**src/rtl/serial_pkg.sv**
```systemverilog
// ----------------------------------------------------------------------------
// serial_pkg
// Shared definitions for the serial-to-parallel deserializer:
//   - state_e   : deserializer FSM state (IDLE / SHIFT)
//   - MAX_WIDTH : largest supported word width
//   - CNT_W     : bit-count register width; sized for MAX_WIDTH, so it fits
//                 every legal WIDTH (2..16)
//   - shift_in  : next shift-register value for either bit ordering
// ----------------------------------------------------------------------------
package serial_pkg;

    typedef enum logic [0:0] {
        ST_IDLE  = 1'b0,
        ST_SHIFT = 1'b1
    } state_e;

    localparam int MAX_WIDTH = 16;
    localparam int CNT_W     = $clog2(MAX_WIDTH);

    // Operates on a MAX_WIDTH container. Only the low 'width' bits are
    // meaningful; everything above is forced to zero.
    //   msb_first=1: shift left, new bit enters at bit 0
    //   msb_first=0: shift right, new bit enters at bit width-1
    function automatic logic [MAX_WIDTH-1:0] shift_in(
        input logic [MAX_WIDTH-1:0] cur,
        input logic                 new_bit,
        input int unsigned          width,
        input logic                 msb_first
    );
        logic [MAX_WIDTH-1:0] r;
        logic [MAX_WIDTH-1:0] mask;
        mask = '0;
        for (int i = 0; i < MAX_WIDTH; i++) begin
            if (i < int'(width)) mask[i] = 1'b1;
        end
        if (msb_first) begin
            r = {cur[MAX_WIDTH-2:0], new_bit};
        end else begin
            r = (cur & mask) >> 1;
            r[width-1] = new_bit;
        end
        return r & mask;
    endfunction

endpackage

```
**src/rtl/word_out_reg.sv**
```systemverilog
// ----------------------------------------------------------------------------
// word_out_reg
// WIDTH-bit valid/ready holding register. Feeds the downstream D register.
//   clk, rst_n    : clock, async active-low reset
//   clear_i       : synchronous drop of the held word (data itself is kept)
//   load_i        : capture load_data_i and raise valid_o
//   load_data_i   : word to capture
//   ready_i       : downstream consumes the word this cycle
//   valid_o       : data_o holds a complete word
//   data_o        : held word; stable while valid_o && !ready_i
//
// Handshake: a word moves downstream on any rising edge where
// valid_o && ready_i. The producer must only assert load_i when the register
// is empty or being drained on the same edge; a load on the draining edge
// keeps valid_o high with the new word.
// ----------------------------------------------------------------------------
module word_out_reg #(
    parameter int WIDTH = 4
) (
    input  logic             clk,
    input  logic             rst_n,
    input  logic             clear_i,
    input  logic             load_i,
    input  logic [WIDTH-1:0] load_data_i,
    input  logic             ready_i,
    output logic             valid_o,
    output logic [WIDTH-1:0] data_o
);

    logic             valid_q, valid_d;
    logic [WIDTH-1:0] data_q,  data_d;

    always_comb begin
        valid_d = valid_q;
        data_d  = data_q;
        if (clear_i) begin
            valid_d = 1'b0;
        end else if (load_i) begin
            valid_d = 1'b1;
            data_d  = load_data_i;
        end else if (valid_q && ready_i) begin
            valid_d = 1'b0;
        end
    end

    always_ff @(posedge clk or negedge rst_n) begin
        if (!rst_n) begin
            valid_q <= 1'b0;
            data_q  <= '0;
        end else begin
            valid_q <= valid_d;
            data_q  <= data_d;
        end
    end

    assign valid_o = valid_q;
    assign data_o  = data_q;

endmodule

```
**src/rtl/serial_nibble_deserializer.sv**
```systemverilog
// ----------------------------------------------------------------------------
// serial_nibble_deserializer
// Collects one serial bit per accepted cycle and presents each completed
// WIDTH-bit word on a valid/ready output.
//   clk, rst_n : clock, async active-low reset
//   clear      : synchronous flush of partial word and held output word
//   s_valid    : serial bit valid
//   s_bit      : serial data bit
//   s_ready    : stage accepts s_bit this cycle
//   m_data     : assembled word
//   m_valid    : m_data holds a complete word
//   m_ready    : downstream consumes word this cycle
//   busy       : partial word in progress
// Parameters: WIDTH (2..16), MSB_FIRST (1: first bit -> m_data[WIDTH-1]).
// ----------------------------------------------------------------------------
module serial_nibble_deserializer
    import serial_pkg::*;
#(
    parameter int WIDTH     = 4,
    parameter bit MSB_FIRST = 1'b1
) (
    input  logic             clk,
    input  logic             rst_n,
    input  logic             clear,
    input  logic             s_valid,
    input  logic             s_bit,
    output logic             s_ready,
    output logic [WIDTH-1:0] m_data,
    output logic             m_valid,
    input  logic             m_ready,
    output logic             busy
);

    localparam logic [CNT_W-1:0] LAST_CNT = CNT_W'(WIDTH - 1);

    state_e               state_q, state_d;
    logic [CNT_W-1:0]     cnt_q,   cnt_d;
    logic [WIDTH-1:0]     sr_q,    sr_d;
    logic [MAX_WIDTH-1:0] shifted;
    logic [WIDTH-1:0]     word_next;
    logic                 shift_bits_unused;
    logic                 last_bit;
    logic                 accept;
    logic                 load;
    logic                 m_valid_int;

    assign shifted           = shift_in(MAX_WIDTH'(sr_q), s_bit, WIDTH, MSB_FIRST);
    assign word_next         = shifted[WIDTH-1:0];
    assign shift_bits_unused = ^shifted;

    assign last_bit = (state_q == ST_SHIFT) && (cnt_q == LAST_CNT);

    // Only the closing bit of a word can stall: it needs the output register
    // to be empty or draining on the same edge.
    assign s_ready = !last_bit || !m_valid_int || m_ready;
    assign accept  = s_valid && s_ready;

    always_comb begin
        state_d = state_q;
        cnt_d   = cnt_q;
        sr_d    = sr_q;
        load    = 1'b0;
        if (clear) begin
            state_d = ST_IDLE;
            cnt_d   = '0;
            sr_d    = '0;
        end else if (accept) begin
            if (last_bit) begin
                state_d = ST_IDLE;
                cnt_d   = '0;
                sr_d    = '0;
                load    = 1'b1;
            end else begin
                state_d = ST_SHIFT;
                cnt_d   = cnt_q + CNT_W'(1);
                sr_d    = word_next;
            end
        end
    end

    always_ff @(posedge clk or negedge rst_n) begin
        if (!rst_n) begin
            state_q <= ST_IDLE;
            cnt_q   <= '0;
            sr_q    <= '0;
        end else begin
            state_q <= state_d;
            cnt_q   <= cnt_d;
            sr_q    <= sr_d;
        end
    end

    word_out_reg #(
        .WIDTH (WIDTH)
    ) u_word_out_reg (
        .clk         (clk),
        .rst_n       (rst_n),
        .clear_i     (clear),
        .load_i      (load),
        .load_data_i (word_next),
        .ready_i     (m_ready),
        .valid_o     (m_valid_int),
        .data_o      (m_data)
    );

    assign m_valid = m_valid_int;
    assign busy    = (cnt_q != '0);

endmodule

```
**config.mk**
```make
export PLATFORM = sky130hd
export DESIGN_NAME = serial_nibble_deserializer
export DESIGN_NICKNAME = d
export VERILOG_FILES = /design/src/rtl/serial_pkg.sv /design/src/rtl/word_out_reg.sv /design/src/rtl/serial_nibble_deserializer.sv
export SDC_FILE = /design/constraint.sdc
export NUM_CORES = 1
export LEC_CHECK = 0
export CAP_MARGIN = 20
export CORE_MARGIN = 4
export CORE_UTILIZATION = 35
export CTS_CLUSTER_SIZE = 8
export DETAILED_ROUTE_END_ITERATION = 7
export MAX_ROUTING_LAYER = met4
export PLACE_DENSITY = 0.58
export SLEW_MARGIN = 20
export SYNTH_ARGS = -nofsm -noshare
export SYNTH_HDL_FRONTEND = slang
export SYNTH_SLANG_ARGS = --single-unit
```
**constraint.sdc**
```tcl
create_clock -name clk -period 2.8 [get_ports clk]
set_clock_uncertainty 0.2 [all_clocks]
set_input_delay 0.42 -clock clk [delete_from_list [all_inputs] [get_ports clk]]
set_output_delay 0.42 -clock clk [all_outputs]
set_load 0.005 [all_outputs]
```
==> implementation parameters <==
Parameter                              Value

Status
  Outcome    completed

Route
  Number of design-rule violations left by the first detailed-router iteration    15
  Ratio of routed vias to standard cells    slightly above 5
  First-pass iteration count of the detailed router    4
  Wire length reported by the detailed router    1.41 mm
  Remaining antenna violation count    0
  Routed wire length per instance    between 10 and 15 um
  Post-detailed-route DRC marker count    0
  Routed via count    around 550

Floorplanning
  Vert. Die Dim    roughly 53 um
  Placement Rows    15
  Starting density of the core    38.7%
  Horizontal die dimension    around 53 um
  Std-Cell Core Area    1800 sq um
  Ports    13
  Die Footprint    approximately 2800 sq um

Synth
  Post-synthesis register bit count    13
  Yosys warns    0
  Sequential area share after synthesis    approximately 47%
  Synthesized netlist net count    74
  Mean cell area of the mapped netlist    10.6 sq um
  Leading area contributor after synthesis    sky130_fd_sc_hd__dfrtp_1
  Unique masters post-synth    28
  Fraction of synthesized cell area taken by the top area cell type    about 47%
  Proportion of register bits with asynchronous set or reset after synthesis    100%
  Mapped cell area    roughly 700 sq um
  Main synth FF type    sky130_fd_sc_hd__dfrtp_1
  Instance count of the mapped netlist    66
  Largest cells by area after synthesis    sky130_fd_sc_hd__dfrtp_1 (47%), sky130_fd_sc_hd__mux2_2 (6.5%), sky130_fd_sc_hd__nand2_1 (4.8%), sky130_fd_sc_hd__ha_1 (3.6%), sky130_fd_sc_hd__o21ai_0 (3.6%)
  Number of flops mapped to enable cells by yosys    0

Clock network
  CTS Root Cell    sky130_fd_sc_hd__clkbuf_4
  Clock latency reported for the late side of the worst-skew pair    280 ps
  Post-cts sizing count    0
  Total of hold buffers inserted after clock tree synthesis    0
  TritonCTS Buffers    3
  Count of H-tree levels built during CTS    1
  Clock sink total    13
  Buffer levels on the longest clock path    2
  CTS tree    done
  Post-CTS clock slew at the launch and capture registers of the worst setup and hold paths    80 ps
  Post-CTS Setup Inserts    0

Layout
  Number of antenna diodes    0
  Fill count    170
  Net total in the final layout    90
  Share of final-layout standard cells stronger than drive strength 1    between 10% and 20%
  Area delta synth->final    25.0%

Setup path
  Category of the most critical setup path    register to output pin
  WP data required    ~2200 ps
  Critical path data arrival time    approximately 1900 ps
  Maximum fanout encountered on the critical timing path    6
  CP Capture Type    output pin
  Sort of element at the start of the critical path    register

Place
  RePlAce Congestion    between 0.7 and 0.8
  Post-detailed-placement half-perimeter wirelength    1.01 mm
  Worst slack after detailed placement    roughly 300 ps
  Number of buffers added on ports    12

Global routing
  Global-route wire length before repair    2.23 mm
  Number of antenna violations at the first check in global routing    0
  Pin count of the biggest net entering global routing    14
  Vias in the first global route    502
  GR Overflow Total    0
  Total track usage    around 12%

Power
  Power Density    about 450 nW/um^2
  Worst vdd ir    a little under 0.0002 V
  Static leakage    about 0.36 nW

Timing
  Setup repair after global routing missed its margin    no
  Part of the cycle the worst path needs    between 90% and 100%
  Final total negative setup slack    0 ps
  Worst rel slew slack    approximately three fifths
  Final setup viols    0
  Final number of max-transition violations    0
  Final-report hold violation count    0
  Fin worst setup slack    between 200 and 300 ps
  Final period demand of the worst path    ~2500 ps
  Measured slew at the worst slew-check pin    around 580 ps
  Fmax    around 0.40 GHz

Worst hold path
  Type of the worst min-delay path    input port to async pin

Flow run
  Maximum capacitance violations    0
[path summary, 6_finish.rpt]
path                                                      start                                   end  slack, ps  depth (start not counted)
max                                        cnt_q[0]$_DFFE_PN0P_                               s_ready        270                          4
min                                                       rst_n  u_word_out_reg.data_o[1]$_DFFE_PN0P_        300                          1
max reg2reg                                cnt_q[0]$_DFFE_PN0P_                   sr_q[0]$_DFFE_PN0P_        760                          4
min reg2reg                u_word_out_reg.data_o[3]$_DFFE_PN0P_  u_word_out_reg.data_o[3]$_DFFE_PN0P_        310                          1
max in group asynchronous                                 rst_n                   state_q$_DFFE_PN0P_       1710                          1
min in group clk           u_word_out_reg.data_o[3]$_DFFE_PN0P_  u_word_out_reg.data_o[3]$_DFFE_PN0P_        310                          1
[flip-flops by register name (all words and copies together) (netlist names)]
| signal | flops |
|---|---|
| u_word_out_reg.valid_o | 1 |
| sr_q | 3 |
| cnt_q | 4 |
| u_word_out_reg.data_o | 4 |
| state_q | 1 |
[final cells by class]
type / count / area [sq um] / share of cell area (%)
clock buffers: 4 / 26.3 / 3.02
inverters: 4 / 15.0 / 1.72
well taps: 25 / 31.3 / 3.59
flip-flops and latches: 13 / 325 / 37.4
multi-input cells: 47 / 345 / 39.7
repair buffers: 13 / 128 / 14.7
[stage by stage]
| stage | power, mW | cell area [sq um] | cells | util, % | hold slack (ps) |
|---|---|---|---|---|---|
| floorplan | 0.247 | 697 | 66 | - | -75.6 |
| global placement | 0.280 | 845 | 102 | 46.9 | 291 |
| detailed placement | 0.281 | 845 | 102 | 46.9 | 298 |
| CTS | 0.402 | 871 | 106 | 48.3 | 320 |
| global route | 0.414 | 871 | 106 | 48.3 | 342 |
| finish | 0.395 | 871 | 106 | 48.3 | 301 |
[cell usage after synthesis, drive strengths merged (2+ instances only)]
master / number
ha: 2
nor3b: 2
or4bb: 2
o21ai: 5
nor2: 4
a21oi: 2
dfrtp: 13
a32oi: 2
mux2: 4
inv: 4
nand2: 9
nor2b: 2
[worst max-delay path: stages (launching register included)]
cell and delay [ps]:
sky130_fd_sc_hd__dfrtp_1 450, sky130_fd_sc_hd__ha_1 250, sky130_fd_sc_hd__and4bb_2 250, sky130_fd_sc_hd__nand2_1 140, sky130_fd_sc_hd__clkdlybuf4s50_1 530
[cells in the final DEF (no fill, tap or decap), drive strengths merged, types with 2 or more instances in the layout]
master	Yosys	routed
nor3b	2	2
nor2b	2	2
nor2	4	4
mux2	4	4
clkbuf	1	4
nand2	9	9
clkdlybuf4s50	0	12
or4bb	2	2
dfrtp	13	13
inv	4	4
o21ai	5	5
a32oi	2	2
a21oi	2	2
ha	2	2
[layer usage]
metal  up-vias  share of wire (%)  global-route usage, %
met5         -                  0                      -
met4         0                2.8                   7.66
met3         5                5.3                   1.71
met2        17                 45                   16.1
met1       256                 47                   15.4
li1        268                  -                      -
[power by group]
part           internal, mW  switching (mW)  total, mW  leakage [nW]
Sequential            0.199          0.0111      0.210         0.177
Combinational        0.0377          0.0291     0.0668         0.169
Clock                0.0554          0.0634      0.119        0.0150
[cells by family after synthesis]
family | share of synthesized area [%]
AO/OA/AOI/OAI | 13.8
XOR/XNOR | 1.26
adder cells (fa/ha/maj) | 3.59
buffers and inverters | 3.77
flip-flops | 46.7
multiplexers | 6.46
AND/OR/NAND/NOR | 24.4
No activity file was read; power rests on OpenSTA's default activity.
